**src/rtl/lv_owt_tx_ctrl_pkg.sv**
```systemverilog
// -----------------------------------------------------------------------------
// lv_owt_tx_ctrl_pkg
// Shared OWT definitions: FSM state encodings, default field widths, CRC8
// polynomial and the tail level pattern used by the LV OWT transmitter.
// -----------------------------------------------------------------------------
package lv_owt_tx_ctrl_pkg;

   // OWT FSM state encodings (common to the TX and RX paths)
   localparam int                      OWT_FSM_ST_W      = 3;
   localparam logic [OWT_FSM_ST_W-1:0] OWT_FSM_IDLE      = 3'd0;
   localparam logic [OWT_FSM_ST_W-1:0] OWT_FSM_SYNC_HEAD = 3'd1;
   localparam logic [OWT_FSM_ST_W-1:0] OWT_FSM_SYNC_TAIL = 3'd2;
   localparam logic [OWT_FSM_ST_W-1:0] OWT_FSM_CMD       = 3'd3;
   localparam logic [OWT_FSM_ST_W-1:0] OWT_FSM_NML_DATA  = 3'd4;
   localparam logic [OWT_FSM_ST_W-1:0] OWT_FSM_ADC_DATA  = 3'd5;
   localparam logic [OWT_FSM_ST_W-1:0] OWT_FSM_CRC       = 3'd6;
   localparam logic [OWT_FSM_ST_W-1:0] OWT_FSM_END_TAIL  = 3'd7;

   typedef enum logic [OWT_FSM_ST_W-1:0] {
      ST_IDLE      = OWT_FSM_IDLE,
      ST_SYNC_HEAD = OWT_FSM_SYNC_HEAD,
      ST_SYNC_TAIL = OWT_FSM_SYNC_TAIL,
      ST_CMD       = OWT_FSM_CMD,
      ST_NML_DATA  = OWT_FSM_NML_DATA,
      ST_ADC_DATA  = OWT_FSM_ADC_DATA,
      ST_CRC       = OWT_FSM_CRC,
      ST_END_TAIL  = OWT_FSM_END_TAIL
   } owt_fsm_st_e;

   // Default frame field widths
   localparam int OWT_EXT_CYC_NUM_DEF  = 4;
   localparam int OWT_SYNC_BIT_NUM_DEF = 12;
   localparam int OWT_TAIL_BIT_NUM_DEF = 4;
   localparam int OWT_CMD_BIT_NUM_DEF  = 8;
   localparam int OWT_DATA_BIT_NUM_DEF = 8;
   localparam int OWT_CRC_BIT_NUM_DEF  = 8;

   // CRC8: x^8 + x^2 + x + 1
   localparam logic [7:0] OWT_CRC8_POLY = 8'h07;

   // Raw half-bit levels of each tail, sent MSB first
   localparam logic [3:0] OWT_TAIL_PAT = 4'b1100;

endpackage

```
**src/rtl/lv_owt_tx_ctrl_crc8_serial_sr.sv**
```systemverilog
// -----------------------------------------------------------------------------
// crc8_serial_sr
// Bit-serial CRC (MSB first, init 0, no reflection, no xorout).
// Ports:
//   i_clk, i_rst   clock, synchronous active-high reset
//   i_vld          shift i_data into the CRC this cycle
//   i_data         serial data bit
//   i_new_calc     clear the CRC to start a new message (wins over i_vld)
//   o_vld_crc      current CRC value, registered
// -----------------------------------------------------------------------------
module crc8_serial_sr
   import lv_owt_tx_ctrl_pkg::*;
#(
   parameter int               CRC_W = OWT_CRC_BIT_NUM_DEF,
   parameter logic [CRC_W-1:0] POLY  = CRC_W'(OWT_CRC8_POLY)
) (
   input  logic             i_clk,
   input  logic             i_rst,
   input  logic             i_vld,
   input  logic             i_data,
   input  logic             i_new_calc,
   output logic [CRC_W-1:0] o_vld_crc
);

   logic [CRC_W-1:0] r_crc;
   logic             w_fb;

   assign w_fb      = r_crc[CRC_W-1] ^ i_data;
   assign o_vld_crc = r_crc;

   always_ff @(posedge i_clk) begin
      if (i_rst || i_new_calc) begin
         r_crc <= '0;
      end else if (i_vld) begin
         r_crc <= {r_crc[CRC_W-2:0], 1'b0} ^ (w_fb ? POLY : '0);
      end
   end

endmodule

```
**src/rtl/lv_owt_tx_ctrl.sv**
```systemverilog
// -----------------------------------------------------------------------------
// lv_owt_tx_ctrl
// LV-side one-wire transmitter. Serialises one Manchester frame per request:
// sync head ('0' bits), sync tail (1100), cmd, data, CRC8, end tail (1100).
// Ports:
//   i_clk, i_rst        clock, synchronous active-high reset
//   i_owt_tx_req        single-cycle request, honoured only in IDLE
//   i_owt_tx_cmd/data   frame payload, sampled with the request
//   o_owt_tx_busy       high while the frame is on the wire
//   o_owt_tx_done       one-cycle pulse after the last half-bit
//   o_owt_tx_cmd_lock   command of the last accepted frame
//   o_lv_hv_owt_tx      registered line output, idles low
// -----------------------------------------------------------------------------
module lv_owt_tx_ctrl
   import lv_owt_tx_ctrl_pkg::*;
#(
   parameter int OWT_EXT_CYC_NUM  = OWT_EXT_CYC_NUM_DEF,
   parameter int OWT_SYNC_BIT_NUM = OWT_SYNC_BIT_NUM_DEF,
   parameter int OWT_TAIL_BIT_NUM = OWT_TAIL_BIT_NUM_DEF,
   parameter int OWT_CMD_BIT_NUM  = OWT_CMD_BIT_NUM_DEF,
   parameter int OWT_DATA_BIT_NUM = OWT_DATA_BIT_NUM_DEF,
   parameter int OWT_CRC_BIT_NUM  = OWT_CRC_BIT_NUM_DEF
) (
   input  logic                       i_clk,
   input  logic                       i_rst,
   input  logic                       i_owt_tx_req,
   input  logic [OWT_CMD_BIT_NUM-1:0]  i_owt_tx_cmd,
   input  logic [OWT_DATA_BIT_NUM-1:0] i_owt_tx_data,
   output logic                       o_owt_tx_busy,
   output logic                       o_owt_tx_done,
   output logic [OWT_CMD_BIT_NUM-1:0]  o_owt_tx_cmd_lock,
   output logic                       o_lv_hv_owt_tx
);

   localparam int HB_W  = (OWT_EXT_CYC_NUM > 1) ? $clog2(OWT_EXT_CYC_NUM) : 1;
   localparam int CNT_W = 8;   // bit/slot counter, covers fields up to 256
   localparam logic [OWT_TAIL_BIT_NUM-1:0] W_TAIL_PAT = OWT_TAIL_BIT_NUM'(OWT_TAIL_PAT);

   owt_fsm_st_e                 r_state;
   logic [HB_W-1:0]             r_hb_cnt;
   logic                        r_half;      // 0: first half-bit, 1: second
   logic [CNT_W-1:0]            r_bit_cnt;
   logic [OWT_CMD_BIT_NUM-1:0]  r_cmd_sr;
   logic [OWT_DATA_BIT_NUM-1:0] r_data_sr;
   logic [OWT_CRC_BIT_NUM-1:0]  r_crc_sr;
   logic [OWT_TAIL_BIT_NUM-1:0] r_tail_sr;
   logic [OWT_CMD_BIT_NUM-1:0]  r_cmd_lock;
   logic                        r_busy;
   logic                        r_done;
   logic                        r_line;

   logic                        w_slot_end;
   logic [CNT_W-1:0]            w_bit_lim;
   logic                        w_last_bit;
   logic                        w_crc_vld;
   logic                        w_crc_bit;
   logic                        w_crc_new;
   logic [OWT_CRC_BIT_NUM-1:0]  w_crc;

   assign w_slot_end = (r_hb_cnt == HB_W'(OWT_EXT_CYC_NUM - 1));

   always_comb begin
      w_bit_lim = '0;
      case (r_state)
         ST_SYNC_HEAD: w_bit_lim = CNT_W'(OWT_SYNC_BIT_NUM - 1);
         ST_SYNC_TAIL: w_bit_lim = CNT_W'(OWT_TAIL_BIT_NUM - 1);
         ST_CMD:       w_bit_lim = CNT_W'(OWT_CMD_BIT_NUM - 1);
         ST_NML_DATA:  w_bit_lim = CNT_W'(OWT_DATA_BIT_NUM - 1);
         ST_CRC:       w_bit_lim = CNT_W'(OWT_CRC_BIT_NUM - 1);
         ST_END_TAIL:  w_bit_lim = CNT_W'(OWT_TAIL_BIT_NUM - 1);
         default:      w_bit_lim = '0;
      endcase
   end
   assign w_last_bit = (r_bit_cnt == w_bit_lim);

   // CRC takes each cmd/data bit once, in the first cycle of its first half
   assign w_crc_vld = ((r_state == ST_CMD) || (r_state == ST_NML_DATA)) &&
                      !r_half && (r_hb_cnt == '0);
   assign w_crc_bit = (r_state == ST_CMD) ? r_cmd_sr[OWT_CMD_BIT_NUM-1]
                                          : r_data_sr[OWT_DATA_BIT_NUM-1];
   assign w_crc_new = (r_state == ST_IDLE) && i_owt_tx_req;

   crc8_serial_sr #(
      .CRC_W (OWT_CRC_BIT_NUM),
      .POLY  (OWT_CRC_BIT_NUM'(OWT_CRC8_POLY))
   ) u_crc (
      .i_clk      (i_clk),
      .i_rst      (i_rst),
      .i_vld      (w_crc_vld),
      .i_data     (w_crc_bit),
      .i_new_calc (w_crc_new),
      .o_vld_crc  (w_crc)
   );

   // The line register always loads the level of the slot that starts next,
   // so every transition lands exactly on a half-bit boundary. The second
   // half of any Manchester bit is simply the inverse of the first.
   always_ff @(posedge i_clk) begin
      if (i_rst) begin
         r_state    <= ST_IDLE;
         r_hb_cnt   <= '0;
         r_half     <= 1'b0;
         r_bit_cnt  <= '0;
         r_cmd_sr   <= '0;
         r_data_sr  <= '0;
         r_crc_sr   <= '0;
         r_tail_sr  <= '0;
         r_cmd_lock <= '0;
         r_busy     <= 1'b0;
         r_done     <= 1'b0;
         r_line     <= 1'b0;
      end else begin
         r_done <= 1'b0;
         if ((r_state == ST_IDLE) || w_slot_end) r_hb_cnt <= '0;
         else                                    r_hb_cnt <= r_hb_cnt + 1'b1;

         case (r_state)
            ST_IDLE: begin
               if (i_owt_tx_req) begin
                  r_state    <= ST_SYNC_HEAD;
                  r_cmd_sr   <= i_owt_tx_cmd;
                  r_data_sr  <= i_owt_tx_data;
                  r_cmd_lock <= i_owt_tx_cmd;
                  r_half     <= 1'b0;
                  r_bit_cnt  <= '0;
                  r_busy     <= 1'b1;
                  r_line     <= 1'b0;   // first half of a sync '0'
               end
            end

            ST_SYNC_HEAD: if (w_slot_end) begin
               if (!r_half) begin
                  r_half <= 1'b1;
                  r_line <= ~r_line;
               end else begin
                  r_half <= 1'b0;
                  if (w_last_bit) begin
                     r_state   <= ST_SYNC_TAIL;
                     r_bit_cnt <= '0;
                     r_line    <= W_TAIL_PAT[OWT_TAIL_BIT_NUM-1];
                     r_tail_sr <= W_TAIL_PAT << 1;
                  end else begin
                     r_bit_cnt <= r_bit_cnt + 1'b1;
                     r_line    <= 1'b0;
                  end
               end
            end

            ST_SYNC_TAIL: if (w_slot_end) begin
               if (w_last_bit) begin
                  r_state   <= ST_CMD;
                  r_bit_cnt <= '0;
                  r_half    <= 1'b0;
                  r_line    <= r_cmd_sr[OWT_CMD_BIT_NUM-1];
               end else begin
                  r_bit_cnt <= r_bit_cnt + 1'b1;
                  r_line    <= r_tail_sr[OWT_TAIL_BIT_NUM-1];
                  r_tail_sr <= r_tail_sr << 1;
               end
            end

            ST_CMD: if (w_slot_end) begin
               if (!r_half) begin
                  r_half <= 1'b1;
                  r_line <= ~r_line;
               end else begin
                  r_half <= 1'b0;
                  if (w_last_bit) begin
                     r_state   <= ST_NML_DATA;
                     r_bit_cnt <= '0;
                     r_line    <= r_data_sr[OWT_DATA_BIT_NUM-1];
                  end else begin
                     r_bit_cnt <= r_bit_cnt + 1'b1;
                     r_cmd_sr  <= {r_cmd_sr[OWT_CMD_BIT_NUM-2:0], 1'b0};
                     r_line    <= r_cmd_sr[OWT_CMD_BIT_NUM-2];
                  end
               end
            end

            ST_NML_DATA: if (w_slot_end) begin
               if (!r_half) begin
                  r_half <= 1'b1;
                  r_line <= ~r_line;
               end else begin
                  r_half <= 1'b0;
                  if (w_last_bit) begin
                     // Last data bit was fed on its first half, so the CRC
                     // is final here; freeze it into the output shifter.
                     r_state   <= ST_CRC;
                     r_bit_cnt <= '0;
                     r_crc_sr  <= w_crc;
                     r_line    <= w_crc[OWT_CRC_BIT_NUM-1];
                  end else begin
                     r_bit_cnt <= r_bit_cnt + 1'b1;
                     r_data_sr <= {r_data_sr[OWT_DATA_BIT_NUM-2:0], 1'b0};
                     r_line    <= r_data_sr[OWT_DATA_BIT_NUM-2];
                  end
               end
            end

            ST_CRC: if (w_slot_end) begin
               if (!r_half) begin
                  r_half <= 1'b1;
                  r_line <= ~r_line;
               end else begin
                  r_half <= 1'b0;
                  if (w_last_bit) begin
                     r_state   <= ST_END_TAIL;
                     r_bit_cnt <= '0;
                     r_line    <= W_TAIL_PAT[OWT_TAIL_BIT_NUM-1];
                     r_tail_sr <= W_TAIL_PAT << 1;
                  end else begin
                     r_bit_cnt <= r_bit_cnt + 1'b1;
                     r_crc_sr  <= {r_crc_sr[OWT_CRC_BIT_NUM-2:0], 1'b0};
                     r_line    <= r_crc_sr[OWT_CRC_BIT_NUM-2];
                  end
               end
            end

            // After the last slot the FSM lingers here for the done cycle,
            // so a request coinciding with done is not accepted.
            ST_END_TAIL: begin
               if (r_done) begin
                  r_state <= ST_IDLE;
               end else if (w_slot_end) begin
                  if (w_last_bit) begin
                     r_done <= 1'b1;
                     r_busy <= 1'b0;
                     r_line <= 1'b0;
                  end else begin
                     r_bit_cnt <= r_bit_cnt + 1'b1;
                     r_line    <= r_tail_sr[OWT_TAIL_BIT_NUM-1];
                     r_tail_sr <= r_tail_sr << 1;
                  end
               end
            end

            default: r_state <= ST_IDLE;
         endcase
      end
   end

   assign o_owt_tx_busy     = r_busy;
   assign o_owt_tx_done     = r_done;
   assign o_owt_tx_cmd_lock = r_cmd_lock;
   assign o_lv_hv_owt_tx    = r_line;

endmodule

```
**config.mk**
```make
export PLATFORM = sky130hd
export DESIGN_NAME = lv_owt_tx_ctrl
export DESIGN_NICKNAME = d
export VERILOG_FILES = /design/src/rtl/lv_owt_tx_ctrl_pkg.sv /design/src/rtl/lv_owt_tx_ctrl_crc8_serial_sr.sv /design/src/rtl/lv_owt_tx_ctrl.sv
export SDC_FILE = /design/constraint.sdc
export NUM_CORES = 1
export LEC_CHECK = 0
export CAP_MARGIN = 20
export CORE_UTILIZATION = 30
export DETAILED_ROUTE_END_ITERATION = 7
export SLEW_MARGIN = 30
export SYNTH_ARGS = -nofsm -noshare
export SYNTH_HDL_FRONTEND = slang
export SYNTH_HIERARCHICAL = 1
export SYNTH_SLANG_ARGS = --single-unit
export TNS_END_PERCENT = 20
```
**constraint.sdc**
```tcl
create_clock -name i_clk -period 2.9 [get_ports i_clk]
set_input_delay 0.58 -clock i_clk [delete_from_list [all_inputs] [get_ports i_clk]]
set_output_delay 0.58 -clock i_clk [all_outputs]
set_load 0.05 [all_outputs]
```
==> impl_metrics.sql <==
INSERT INTO impl_metrics (metric_group, metric, value, unit) VALUES
('synth', 'netlist_top_cells_area', 'sky130_fd_sc_hd__dfxtp_1, sky130_fd_sc_hd__nand2_1, sky130_fd_sc_hd__nor2_1', ''),
('clocking', 'clock_sinks', '57', ''),
('synth', 'yosysWarningCount', '6', ''),
('drt', 'routed-via-count', '2676', ''),
('floorplanning', 'die-height', '101', 'um'),
('pwr', 'static_leakage_power', '1.22', 'nW'),
('place', 'place_area', '3350', 'um^2'),
('synth', 'mappedNetlistArea', '2920', 'um^2'),
('grt', 'grt_start_max_net_pins', '21', ''),
('sta', 'final_hold_viol_count', '0', ''),
('finish', 'fillCellCount', '991', ''),
('synth', 'synthTopCellsByCount', 'sky130_fd_sc_hd__dfxtp_1, sky130_fd_sc_hd__nand2_1, sky130_fd_sc_hd__nor2_1, sky130_fd_sc_hd__a21oi_1, sky130_fd_sc_hd__a311oi_1', ''),
('floorplanning', 'initial_core_util', '31.3', '%'),
('clocking', 'cts_resized', '0', ''),
('place', 'io_buffer_count', '29', ''),
('sta', 'max_freq', '410', 'MHz'),
('finish', 'insertedDiodeCount', '0', ''),
('synth', 'synth_seq_area_share', '39.1', '%'),
('finish', 'final_nets', '408', ''),
('floorplanning', 'fp.dieArea', '10100', 'um^2'),
('synth', 'post-synth-top-area-fraction', '39.1', '%'),
('finish', 'signed_area_change_from_the_synthesized_netlist_to_the_final_layout', '21.0', '%'),
('grt', 'grtUsageTotal', '15.2', '%'),
('grt', 'overflow', '0', ''),
('floorplanning', 'coreArea', '9330', 'um^2'),
('place', 'place_congestion', '0.868', ''),
('worst_setup_path', 'timing.setup.critical_path_class', 'flip-flop to flip-flop', ''),
('worst_setup_path', 'worst-endpoint-required', '3180', 'ps'),
('pwr', 'totalPowerFinal', '0.00199', 'W'),
('synth', 'most_frequently_used_flop_master_after_synthesis', 'sky130_fd_sc_hd__dfxtp_1', ''),
('drt', 'avgViaCountPerCell', '5.15', ''),
('synth', 'synth-edff-count', '0', ''),
('worst_setup_path', 'crit-reg2reg-capture', 'r_data_sr[0]', ''),
('sta', 'totalNegativeSetupSlack', '0', 'ps'),
('worst_setup_path', 'cell_with_the_biggest_individual_delay_on_the_critical_path', 'sky130_fd_sc_hd__a211oi_4', ''),
('worst_setup_path', 'end_kind', 'flip-flop', ''),
('worst_setup_path', 'worst_r2r_setup_slack', '460', 'ps'),
('sta', 'min_period', '2440', 'ps'),
('synth', 'synth.net_count', '377', ''),
('worst_hold_path', 'timing.hold.worst.class', 'flip-flop to flip-flop', ''),
('place', 'post-place-ws', '317', 'ps'),
('synth', 'syn_avg_cell_area', '8.23', 'um^2'),
('flow_run', 'timing.max_cap.violations', '0', ''),
('clocking', 'postCtsHoldBufs', '0', ''),
('drt', 'drtAntennaViolNets', '0', ''),
('synth', 'ys_seq_elements', '57', ''),
('worst_hold_path', 'min-delay-start', 'o_owt_tx_cmd_lock[2]', ''),
('sta', 'grt_setup_unrepaired', 'no', ''),
('status', 'run_status', 'complete, no violations', ''),
('clocking', 'cts.clk_slew.worst_paths', '70', 'ps'),
('clocking', 'numCtsBuffers', '9', ''),
('sta', 'worst_slack', '459', 'ps'),
('synth', 'synth_top_area_cell', 'sky130_fd_sc_hd__dfxtp_1', ''),
('sta', 'setup_violations', '0', ''),
('place', 'placedCellCount', '504', ''),
('worst_setup_path', 'critical-path-max-stage-delay', '480', 'ps'),
('floorplanning', 'die_w', '101', 'um'),
('grt', 'number_of_antenna_violations_at_the_first_check_in_global_routing', '0', ''),
('clocking', 'clk_path_buf_depth', '2', ''),
('sta', 'finalCritPeriodShare', '84.2', '%'),
('drt', 'wirelength', '7300', 'um'),
('grt', 'global_route_wire_length_before_repair', '12100', 'um'),
('sta', 'relSlewSlack', '52.4', '%'),
('worst_setup_path', 'timing.critical_path.arrival', '2720', 'ps'),
('clocking', 'cts.root.buffer_cell', 'sky130_fd_sc_hd__clkbuf_8', ''),
('worst_setup_path', 'rr_worst_depth', '6', ''),
('finish', 'design_area', '3530', 'um^2'),
('worst_setup_path', 'crit_fanout', '16', ''),
('floorplanning', 'design.portCount', '30', ''),
('drt', 'remaining_drcs', '0', ''),
('worst_hold_path', 'hold_end', 'o_owt_tx_cmd_lock[2]', '');
[registers in the layout, summed over array words and instances, names as in the netlist]
register and cells:
o_lv_hv_owt_tx 1, r_cmd_sr 8, r_state 3, r_hb_cnt 2, u_crc/o_vld_crc 8, r_crc_sr 7
r_data_sr 8, r_bit_cnt 8, o_owt_tx_cmd_lock 8, r_tail_sr 1, r_half 1, o_owt_tx_done 1
o_owt_tx_busy 1
[power by group]
part           internal (W)  total, W  switching (W)
Combinational      0.000162  0.000441       0.000279
Clock              0.000316  0.000677       0.000361
Sequential         0.000837  0.000874      0.0000373
Total               0.00131   0.00199       0.000678
[cells by family (layout without fill, tap and decap cells)]
kind of cell | Yosys count | in the layout | share of synthesized area [%]
muxes | 12 | 12 | 4.16
buffers and inverters | 27 | 63 | 4.46
xor gates and xnor gates | 10 | 10 | 3.00
AOI/OAI and AO/OA | 82 | 82 | 20.7
DFF | 57 | 57 | 39.1
adders and majority gates | 3 | 3 | 1.29
and+or+nand+nor | 164 | 164 | 27.4
[how the worst max path moves through the flow]
stage,endpoint,slack (ps)
2_1_floorplan,o_lv_hv_owt_tx,760
3_3_place_gp,r_bit_cnt[2],370
3_5_place_dp,r_bit_cnt[2],320
4_1_cts,r_data_sr[7],480
5_1_grt,r_data_sr[7],200
6_report,r_data_sr[0],460
[stage by stage]
step / hold WS [ps] / utilization (%)
floorplan: 432 / -
global placement: 443 / 36.0
detailed placement: 455 / 36.0
CTS: 470 / 37.9
global route: 494 / 37.9
finish: 468 / 37.9
[placed cells by master (no fill, tap or decap), types with 5 or more instances in the layout]
master	Yosys	routed
sky130_fd_sc_hd__a311oi_1	16	16
sky130_fd_sc_hd__xnor2_1	7	7
sky130_fd_sc_hd__nand3_1	12	12
sky130_fd_sc_hd__inv_1	6	6
sky130_fd_sc_hd__nand2_1	55	55
sky130_fd_sc_hd__nand2b_1	5	5
sky130_fd_sc_hd__clkbuf_8	0	9
sky130_fd_sc_hd__buf_4	1	12
sky130_fd_sc_hd__nor2_1	41	41
sky130_fd_sc_hd__nor3_1	15	15
sky130_fd_sc_hd__a211oi_1	10	10
sky130_fd_sc_hd__o21ai_0	11	11
sky130_fd_sc_hd__mux2i_1	11	11
sky130_fd_sc_hd__dfxtp_1	57	57
sky130_fd_sc_hd__clkdlybuf4s50_1	0	29
sky130_fd_sc_hd__a21oi_1	17	17
[final cells by class]
type	count	area [um^2]	share of cell area, %
Clock inverter	7	55.1	1.56
Clock buffer	9	124	3.51
Inverter	6	22.5	0.637
Multi-Input combinational cell	271	1650	46.7
Sequential cell	57	1140	32.3
Timing Repair Buffer	41	380	10.8
Tap cell	129	161	4.57
[worst max-delay path: cells and delay by family (launching register included)]
kind | cells | cell delay (ps)
AOI/OAI and AO/OA | 4 | 1260
and+or+nand+nor | 2 | 660
DFF | 1 | 460
[layer usage]
| layer | global-route usage (%) | part of all wire, % | wire length (um) | up-vias |
|---|---|---|---|---|
| met4 | 6.35 | 0.33 | 24 | 0 |
| met1 | 19.2 | 48 | 3490 | 1265 |
| met3 | 4.23 | 5.0 | 364 | 2 |
| li1 | - | - | - | 1345 |
| met2 | 24.4 | 47 | 3420 | 64 |
| met5 | 0 | 0 | 0 | - |
No activity file was read; power rests on OpenSTA's default activity.
